### src/rtl/dmem_arb_pkg.sv
// Shared types and defaults for the data-RAM arbiter between the MEM stage and the debug readout port.
package dmem_arb_pkg;

  typedef enum logic [1:0] {
    ARB_RUN   = 2'd0,
    ARB_STEAL = 2'd1,
    ARB_HALT  = 2'd2
  } arb_state_e;

  localparam int ADDR_W_DEF     = 10;
  localparam int DATA_W_DEF     = 32;
  localparam int STARVE_MAX_DEF = 8;

  // Counter only has to reach STARVE_MAX-1, so clog2(STARVE_MAX) bits suffice.
  function automatic int starve_cnt_w(input int starve_max);
    return (starve_max <= 2) ? 1 : $clog2(starve_max);
  endfunction

endpackage

### src/rtl/dmem_arb_starve_cnt.sv
// Saturating count of consecutive cycles in which the CPU blocks a pending debug read.
module dmem_arb_starve_cnt #(
  parameter int MAX = 8,
  parameter int W   = 3
) (
  input  logic clk,
  input  logic rst_n,
  input  logic inc_i,
  input  logic clr_i,
  output logic tc_o
);

  localparam logic [W-1:0] TC = W'(MAX - 1);

  logic [W-1:0] cnt_q, cnt_d;

  always_comb begin
    cnt_d = cnt_q;
    if (clr_i) begin
      cnt_d = '0;
    end else if (inc_i && (cnt_q != TC)) begin
      cnt_d = cnt_q + W'(1);
    end
  end

  always_ff @(posedge clk or negedge rst_n) begin
    if (!rst_n) begin
      cnt_q <= '0;
    end else begin
      cnt_q <= cnt_d;
    end
  end

  assign tc_o = (cnt_q == TC);

endmodule

### src/rtl/dmem_arbiter.sv
// Single-port data RAM arbiter: CPU MEM stage has priority, debug reads fill idle cycles,
// steal a stall cycle when starved, and own the RAM while the program is halted.
module dmem_arbiter
  import dmem_arb_pkg::*;
#(
  parameter int ADDR_W     = ADDR_W_DEF,
  parameter int DATA_W     = DATA_W_DEF,
  parameter int STARVE_MAX = STARVE_MAX_DEF
) (
  input  logic              clk,
  input  logic              rst_n,
  input  logic              cpu_req,
  input  logic              cpu_we,
  input  logic [ADDR_W-1:0] cpu_addr,
  input  logic [DATA_W-1:0] cpu_wdata,
  output logic [DATA_W-1:0] cpu_rdata,
  output logic              cpu_stall,
  input  logic              halted,
  input  logic              dbg_req,
  input  logic [ADDR_W-1:0] dbg_addr,
  output logic              dbg_ack,
  output logic [DATA_W-1:0] dbg_rdata,
  output logic [ADDR_W-1:0] ram_addr,
  output logic [DATA_W-1:0] ram_wdata,
  output logic              ram_we,
  input  logic [DATA_W-1:0] ram_rdata,
  output arb_state_e        arb_state
);

  localparam int CNT_W = starve_cnt_w(STARVE_MAX);

  arb_state_e        state_q, state_d;
  logic              cpu_stall_q;
  logic              dbg_ack_q;
  logic [DATA_W-1:0] dbg_rdata_q;
  logic              dbg_pend;
  logic              capture;
  logic              conflict;
  logic              cnt_clr;
  logic              starve_tc;

  // Debug handshake: dbg_req is a level held with a stable dbg_addr until dbg_ack pulses;
  // masking with the ack register keeps a held request from being served twice.
  assign dbg_pend = dbg_req & ~dbg_ack_q;
  assign conflict = (state_q == ARB_RUN) & cpu_req & dbg_pend;
  assign cnt_clr  = capture | ~dbg_req | (state_q != ARB_RUN);

  dmem_arb_starve_cnt #(
    .MAX (STARVE_MAX),
    .W   (CNT_W)
  ) u_starve_cnt (
    .clk   (clk),
    .rst_n (rst_n),
    .inc_i (conflict),
    .clr_i (cnt_clr),
    .tc_o  (starve_tc)
  );

  always_comb begin
    capture  = 1'b0;
    ram_addr = cpu_addr;
    ram_we   = 1'b0;
    state_d  = state_q;
    case (state_q)
      ARB_RUN: begin
        if (cpu_req) begin
          ram_we = cpu_we;
        end else if (dbg_pend) begin
          ram_addr = dbg_addr;
          capture  = 1'b1;
        end
        if (halted)                      state_d = ARB_HALT;
        else if (conflict && starve_tc)  state_d = ARB_STEAL;
      end
      ARB_STEAL: begin
        ram_addr = dbg_addr;
        capture  = 1'b1;
        state_d  = halted ? ARB_HALT : ARB_RUN;
      end
      ARB_HALT: begin
        if (dbg_pend) begin
          ram_addr = dbg_addr;
          capture  = 1'b1;
        end
        state_d = halted ? ARB_HALT : ARB_RUN;
      end
      default: state_d = ARB_RUN;
    endcase
  end

  // Stall is registered alongside the state so it never depends combinationally on cpu_req.
  always_ff @(posedge clk or negedge rst_n) begin
    if (!rst_n) begin
      state_q     <= ARB_RUN;
      cpu_stall_q <= 1'b0;
      dbg_ack_q   <= 1'b0;
      dbg_rdata_q <= '0;
    end else begin
      state_q     <= state_d;
      cpu_stall_q <= (state_d != ARB_RUN);
      dbg_ack_q   <= capture;
      if (capture) begin
        dbg_rdata_q <= ram_rdata;
      end
    end
  end

  assign cpu_rdata = ram_rdata;
  assign ram_wdata = cpu_wdata;
  assign cpu_stall = cpu_stall_q;
  assign dbg_ack   = dbg_ack_q;
  assign dbg_rdata = dbg_rdata_q;
  assign arb_state = state_q;

endmodule
### config.mk
export PLATFORM = sky130hd
export DESIGN_NAME = dmem_arbiter
export DESIGN_NICKNAME = d
export VERILOG_FILES = /design/src/rtl/dmem_arb_pkg.sv /design/src/rtl/dmem_arb_starve_cnt.sv /design/src/rtl/dmem_arbiter.sv
export SDC_FILE = /design/constraint.sdc
export NUM_CORES = 1
export LEC_CHECK = 0
export ABC_AREA = 1
export CAP_MARGIN = 5
export CORE_ASPECT_RATIO = 1.25
export CORE_MARGIN = 5
export CORE_UTILIZATION = 32
export DETAILED_ROUTE_END_ITERATION = 8
export PLACE_DENSITY = 0.81
export SYNTH_ARGS = -nofsm -noshare
export SYNTH_HDL_FRONTEND = slang
export SYNTH_SLANG_ARGS = --single-unit
### constraint.sdc
create_clock -name clk -period 2.2 [get_ports clk]
set_input_delay 0.44 -clock clk [delete_from_list [all_inputs] [get_ports clk]]
set_output_delay 0.44 -clock clk [all_outputs]
set_load 0.02 [all_outputs]
* Yosys cells after proc, flatten, opt, wreduce, memory -nomap -nowiden
Index checks and enable logic that the tools add are counted.
** Storage, ports and cells
- Register bits :: 39
- Input port bits :: 90
- Output and inout bits :: 111
- Logic and storage cells :: 38
** Cells by class
- Add/subtract/negate cells :: 1
- Equal/unequal tests :: 4
- Multiplexer cells :: 14
- Bitwise gates (word level) :: 7
- Reduce and logical (&&, ||, !) cells :: 7
** Operators by type and width (count)
- 10-bit one-hot mux with 3 select lines :: 1
- 10-bit 2-to-1 mux :: 2
- 2-bit 2-to-1 mux :: 3
- 3-bit 2-to-1 mux :: 2
- 2-bit nonzero test :: 3
- 1-bit 2-to-1 mux :: 4
- 2-bit one-hot mux with 2 select lines :: 1
- 3-bit by 1-bit adder with 3-bit output (second input constant) :: 1
- 1-bit AND :: 3
- 3-bit equality test (second input constant) :: 1
- 3-bit != test (second input constant) :: 1
- 1-bit one-hot mux with 3 select lines :: 1
- 2-bit by 1-bit equality test with 1-bit output (second input constant) :: 1
- 2-bit equality test (second input constant) :: 1
- 1-bit logical AND :: 2
- 2-bit logical NOT :: 1
- 1-bit inverter :: 2
- 1-bit OR :: 2
- 2-bit OR reduction :: 1

* Logic depth before layout (Yosys ltp)
Gate-level depths: netlist (run 1).
- Depth in word-level cells :: 8
- Depth in mapped cells :: 10
- Depth with buffers taken out :: 9

* Modules after synthesis
Synthesis (run 1) repeated with hierarchy kept, for this count alone.
** Unflattened totals
- Cell total of the unflattened synthesis :: 295
- Area total of the unflattened synthesis :: 2379.8 µm²
** By module, submodules not included
- dmem_arbiter :: instances 1, cells an instance 275, area each 2204.6 µm², sequential area each 900.9 µm²
- dmem_arb_starve_cnt :: instances 1, cells an instance 20, area each 175.2 µm², sequential area each 75.1 µm²

* Worst setup path after synthesis (run 1)
Ideal clock, no wire load.
- Path kind :: reg2out
- From :: register state_q[0], in the netlist arb_state[0]
- To :: output ram_addr[0]
- Arrival :: 1508 ps
- Required time :: 1760 ps
- Path slack :: 252 ps
- Cell stages (with the launch flop) :: 10
- Buffers on the path :: 1
- Path through :: dfrtp_1 -> inv_1 -> ha_1 -> inv_2 -> nor2_1 -> nand2_1 -> nand3_4 -> buf_4 -> nand3_1 -> nand2_1
** Between the ends
- Longest elaborated chain between the ends :: 2
- Elaborated cells between the ends (all ways) :: 4
- Classes of those cells :: eq/ne: 2; mux: 1; reduce/logical: 1
** RTL lines
- from (decl) :: RTL line dmem_arbiter.sv:32 : arb_state_e state_q, state_d;
- from (signal assigned) :: RTL line dmem_arbiter.sv:99 : state_q <= state_d;
- 2-bit equality test (tied with other cells) :: RTL line dmem_arbiter.sv:64 : case (state_q)
- 10-bit one-hot mux with 3 select lines * :: RTL line dmem_arbiter.sv:64
- to (decl) :: RTL line dmem_arbiter.sv:23 : output logic [ADDR_W-1:0] ram_addr,
Every way passes the cells marked *; elsewhere a longest branch is shown, timed or not.

* Worst setup path after layout (run 1)
- From :: register state_q[0], in the netlist arb_state[0]
- To :: output ram_addr[3]
Same word-level chain as after synthesis.

==> results.toml, run 1 <==
[synth]
synth_edf_count = 0
synth_adder_area_share_pct = 3.15
synth_area_leader_cell = "dfrtp_1"
synth_top_area_share_pct = 41.0
seq_area_frac_synth_pct = 41.0
synthFlopType = "dfrtp_1"
yosysMostFrequentCell = "nand2_1"
yosysUniqueCellTypes = 17
synth_top_family_by_area = "simple AND/OR/NAND/NOR gates"
synthCells = 300
synth_area_leaders = "dfrtp_1 41%, buf_4 21%, nand2_1 16%"
yosys.area_share.simple_pct = 29.2
synth_seq_cells = 39
netlist_top_cells_count = "104 x nand2_1, 68 x buf_4, 47 x nand3_1, 39 x dfrtp_1, 14 x inv_1"
synth_warnings = 0
netlist_area_um2 = 2380
async_flop_share_pct = 100
synth.mux.area_fraction_pct = 0
synth-xor-area-share_pct = 0
syn-num-nets = 396
synth_compound_area_share_pct = 0.421
syn_avg_cell_area_um2 = 7.93

[clock_tree]
clock-root-buffer = "clkbuf_8"
clkSinkCount = 39
cts_hold_buf = 0
path_clk_slew_ns = 0.08
htree_levels = 2
cts_buffer_depth = 2
clk_latency_ns = 0.28
cts_tree = "built"
cts_buffers = 5

[placement]
io_buffers = 136
hpwl_um = 5200
globalplace.congestion = 0.818

[worst_setup_path]
rrSetupSlack_ns = 0.23
cp-start-kind = "flop"
critPathMaxFanout = 4
cp.arrival_ns = 1.69
r2r-start = "arb_state[0]"
required_ns = 1.76
critPathKind = "reg -> out"
crit_start = "arb_state[0]"
r2r_cells = 11
r2r_end = "u_starve_cnt.cnt_q[0]"
cp-end-kind = "output pin"

[power_and_ir_drop]
power_mw = 4.35
power_density_nw_per_um2 = 1210
p_leak_nw = 1.77
peakVddDrop_uv = 637

[floorplanning]
io_pins = 201
floorplan.initialDensity_pct = 32.5
fp.dieH_um = 106
num_rows = 35
die_area_um2 = 9270
fp.dieW_um = 87.1
core_um2 = 7310

[drt]
vias = 2197
drcViolationCount = 0
firstDrtPassIters = 4
drt_iter0_drc = 77
wl_met3_um = 680
wl_met2_um = 3680
wl_per_cell_um = 14.5
ant_nets = 0
highest_layer = "met4"
via_per_inst = 4.57
drt-total-wl_um = 7000
wl_met1_um = 2400

[global_routing]
grt_pass1_wl_um = 11100
antenna_found_initial = 0
grt_remaining_overflow = 0
grt_pass1_vias = 2341
grtUsageTotal_pct = 14.9
grt_start_max_net_pins = 40

[run]
maxCapViolCount = 0

[cells_and_area]
fillCellCount = 683
final_util_pct = 49.3
diodes = 0
fin_nets = 484
syn_to_final_growth_pct = 51.6
final_layout_size_suffix_gt1_share_pct = 14.4

[timing]
maxSlewViolCount = 0
setup_viol_count_final = 0
final_hold_viol_count = 0
timing.slew.headroom_pct = 41.3
fmax_mhz = 471
period_needed_ns = 2.13
worst_pin_slew_ns = 0.881
worst_clock_skew_ns = 0.00436
fin_crit_sh_pct = 96.6

[hold_path]
worstHoldPathType = "in -> async"

[outcome]
outcome = "completed"
power breakdown:
group | switching, mW | internal, mW
sequential | 0.170 | 1.03
combinational | 1.40 | 1.14
clock | 0.240 | 0.367
total | 1.81 | 2.54
how the worst max path moves through the flow:
stage                             end  cells past startpoint
after floorplan           ram_addr[0]                      9
after global placement    ram_addr[4]                      9
after detailed placement  ram_addr[0]                      9
after CTS                 ram_addr[7]                      7
after global routing      ram_addr[8]                     10
final                     ram_addr[3]                     10
per-layer routing:
metal  global-route usage [%]  vias to the layer above
met2                     27.1                      115
met3                     4.88                       25
li1                         -                     1056
met1                     14.9                     1001
met5                        0                        -
met4                     6.91                        0
critical path: stages, from the launching register on:
cell and delay (ns):
dfrtp_1 0.40, inv_2 0.09, ha_4 0.16, inv_2 0.04, nor2_2 0.11, nand2_2 0.11, nand3_4 0.12, buf_6 0.12
nand3_1 0.06, nand2_1 0.07, buf_4 0.13
per-stage QoR:
stage	hold slack, ns	setup slack (ns)	std cells	area, um^2	TNS, ns
2_1_floorplan	0.144	0.252	300	2380	0
3_3_place_gp	0.453	-0.404	465	3390	-4.10
3_5_place_dp	0.457	-0.451	465	3390	-4.46
4_1_cts	0.288	-0.0523	477	3590	-0.0779
5_1_grt	0.334	-0.0228	481	3610	-0.0829
6_report	0.267	0.0746	481	3610	0
what timing repair did:
item / CTS / global route
endpoints found under the setup margin: 11 / 9
setup buffers: 2 / 4
gates cloned: 2 / 0
pin swaps: 3 / 3
gates resized for setup: 52 / 13
cell families (layout without fill, tap and decap cells):
logic type,Yosys count,count (layout)
simple gates,161,163
buf+inv,92,179
compound gates,2,2
fa+ha+maj,6,6
flops,39,39
flip-flops by register name, summed over array words and instances (netlist names):
| name | cells |
|---|---|
| cpu_stall | 1 |
| arb_state | 2 |
| dbg_ack | 1 |
| dbg_rdata | 32 |
| u_starve_cnt.cnt_q | 3 |
cells in the final DEF (no fill, tap or decap), types with 2 or more instances in the layout:
cell type / instances
inv_2: 5
nand2_2: 2
nand2_4: 2
clkbuf_8: 6
ha_4: 2
buf_2: 5
clkbuf_2: 2
nand3_1: 46
dfrtp_1: 39
nand2_1: 102
ha_1: 3
nand3_4: 3
buf_4: 20
nor2_1: 5
clkdlybuf4s50_1: 123
inv_1: 11
dlygate4sd2_1: 2
cell type report:
type / count / area [um^2] / area share, %
repair buffers: 154 / 1470 / 40.6
flip-flops and latches: 39 / 976 / 27.0
multi-input cells: 171 / 868 / 24.1
well taps: 92 / 115 / 3.19
clock buffers: 6 / 82.6 / 2.29
inverters: 17 / 66.3 / 1.84
clock inverters: 2 / 35.0 / 0.971
No activity file was read; power rests on OpenSTA's default activity.
==> run 2, diff against run 1 <==
--- a/config.mk
+++ b/config.mk
@@ -10,6 +10,7 @@
 export CORE_ASPECT_RATIO = 1.25
 export CORE_MARGIN = 5
 export CORE_UTILIZATION = 32
+export CTS_CLUSTER_DIAMETER = 40
 export DETAILED_ROUTE_END_ITERATION = 8
 export PLACE_DENSITY = 0.81
 export SYNTH_ARGS = -nofsm -noshare
==> results of run 2 <==
No change in the layout: final DEF, timing and power equal those of run 1.
==> run 3, diff against run 2 <==
--- a/config.mk
+++ b/config.mk
@@ -13,6 +13,7 @@
 export CTS_CLUSTER_DIAMETER = 40
 export DETAILED_ROUTE_END_ITERATION = 8
 export PLACE_DENSITY = 0.81
+export REMOVE_ABC_BUFFERS = 1
 export SYNTH_ARGS = -nofsm -noshare
 export SYNTH_HDL_FRONTEND = slang
 export SYNTH_SLANG_ARGS = --single-unit
==> constraint.sdc (replaced) <==
create_clock -name clk -period 2.2 [get_ports clk]
set_input_delay 0.66 -clock clk [delete_from_list [all_inputs] [get_ports clk]]
set_output_delay 0.66 -clock clk [all_outputs]
set_load 0.02 [all_outputs]
==> run 3 against run 2 <==
Compared with the run above: the flow now finishes with violations (setup timing); setup slack lost 0.22 ns; global-route usage is 3.1 points higher; first-iteration DRC count shrank 38%; die area unchanged; clock power decreased by 24%; combinational power up 10%; sequential power barely moved; sequential share of layout area decreased by 1.8 points; hold slack improved by 0.054 ns; register-to-register slack gained 0.06 ns; clock-buffer cell count up 1; cell area is 6.9% higher; critical endpoint is now ram_addr[4]; largest power group unchanged.
==> results.toml, run 3 (synthesis gave the netlist of run 1 again) <==
[timing]
setup_viol_count_final = 10
setup_ws_ns = -0.146
period_needed_ns = 2.35
fmax_mhz = 426
worst_pin_slew_ns = 0.467
final_hold_viol_count = 0
worst_clock_skew_ns = 0.00397
maxSlewViolCount = 0
rsz0062_at_grt = "true"
holdWs_ns = 0.320
timing.slew.headroom_pct = 68.9
fin_crit_sh_pct = 107

[worst_setup_path]
cp-end-kind = "output pin"
critPathKind = "reg -> out"
required_ns = 1.54
cp-start-kind = "flop"
cp.arrival_ns = 1.69
critPathMaxFanout = 7

[placement]
globalplace.congestion = 0.758
io_buffers = 136
placed_cell_area_um2 = 3640
hpwl_um = 6330

[floorplanning]
die_area_um2 = 9270
floorplan.initialDensity_pct = 32.5
fp.dieH_um = 106
io_pins = 201
core_um2 = 7310
fp.dieW_um = 87.1
num_rows = 35

[drt]
drcViolationCount = 0
vias = 2312
drt-total-wl_um = 8250
ant_nets = 0
drt_iter0_drc = 48
via_per_inst = 4.55
firstDrtPassIters = 4
wl_per_cell_um = 16.2

[cells_and_area]
mostFrequentLayoutCells = "90 x clkdlybuf4s50_1, 89 x nand2_1, 41 x nand3_1"
fillCellCount = 692
multi_input_area_um2 = 920
largest_reg_flops = 32
mostFrequentLayoutCell = "clkdlybuf4s50_1"
seq_area_um2 = 976
syn_to_final_growth_pct = 62.1
diodes = 0
fin_nets = 511
final_layout_size_suffix_gt1_share_pct = 24.3
final_area_um2 = 3860

[clock_tree]
cts_buffer_depth = 2
htree_levels = 2
path_clk_slew_ns = 0.07
clock-root-buffer = "clkbuf_8"
cts_hold_buf = 0
clk_latency_ns = 0.28
cts_buffers = 5
cts_tree = "built"
clkSinkCount = 39

[power_and_ir_drop]
p_leak_nw = 1.95
power_mw = 4.47
power_density_nw_per_um2 = 1160
peakVddDrop_uv = 543

[global_routing]
grt_pass1_wl_um = 12700
grt_pass1_vias = 2474
grtUsageTotal_pct = 18.0
grt_start_max_net_pins = 33
grt_remaining_overflow = 0
antenna_found_initial = 0

[outcome]
outcome = "finished, violations left"
violations = "setup timing"

[run]
maxCapViolCount = 0

[hold_path]
worstHoldPathType = "in -> async"
==> run 3: through the flow <==
step                      utilization, %  TNS, ns  setup WS (ns)  instances
after global placement              49.8   -19.71         -0.808        496
after CTS                           52.8   -0.839         -0.111        508
final                               52.8   -0.871         -0.146        508
after global routing                52.8    -1.92         -0.235        508
after floorplan                        -   -0.906        -0.0906        225
after detailed placement            49.8   -21.46         -0.838        496
==> run 3: path summary, 6_finish.rpt <==
check	from	endpoint	slack (ns)	cells past startpoint
min reg2reg	dbg_rdata[18]	dbg_rdata[18]	0.47	2
min in group clk	dbg_rdata[18]	dbg_rdata[18]	0.47	2
min	rst_n	dbg_rdata[27]	0.32	1
max	arb_state[0]	ram_addr[4]	-0.15	9
max reg2reg	arb_state[0]	dbg_rdata[10]	0.29	12
max in group asynchronous	rst_n	dbg_rdata[6]	1.24	2
==> run 3: repair_timing <==
item,CTS,global route
hold endpoints to repair,0,0
setup buffers,3,0
cloned,1,0
pin swaps,11,0
endpoints found under the setup margin,43,11
gates resized for setup,140,1
==> run 3: area by class of cell <==
class | instances | share of cell area [%]
inverters | 17 | 1.65
well taps | 92 | 2.98
multi-input cells | 170 | 23.8
clock inverters | 1 | 0.130
repair buffers | 182 | 44.1
clock buffers | 7 | 1.98
flip-flops and latches | 39 | 25.3
==> run 3: layer usage <==
metal  vias to the layer above  GRT usage, %  part of all wire [%]
li1                       1106             -                     -
met1                      1053          21.3                    39
met2                       141          27.9                    47
met3                        10          10.0                    13
met4                         2          4.06                   1.0
met5                         -          5.45                  0.56
==> run 3: report_power, final <==
group / leakage, nW / total [mW] / internal [mW] / switching [mW]
logic: 1.43 / 2.80 / 1.33 / 1.48
registers: 0.487 / 1.21 / 1.03 / 0.175
clock network: 0.0422 / 0.460 / 0.223 / 0.237
==> run 3: critical path, cell delays in order, from the launching register on <==
cell     delay, ns
dfrtp_1       0.39
inv_2         0.09
ha_4          0.19
inv_2         0.05
nor2_2        0.09
nand2_2       0.11
nand3_4       0.15
nand3_1       0.09
nand2_1       0.11
buf_6         0.13
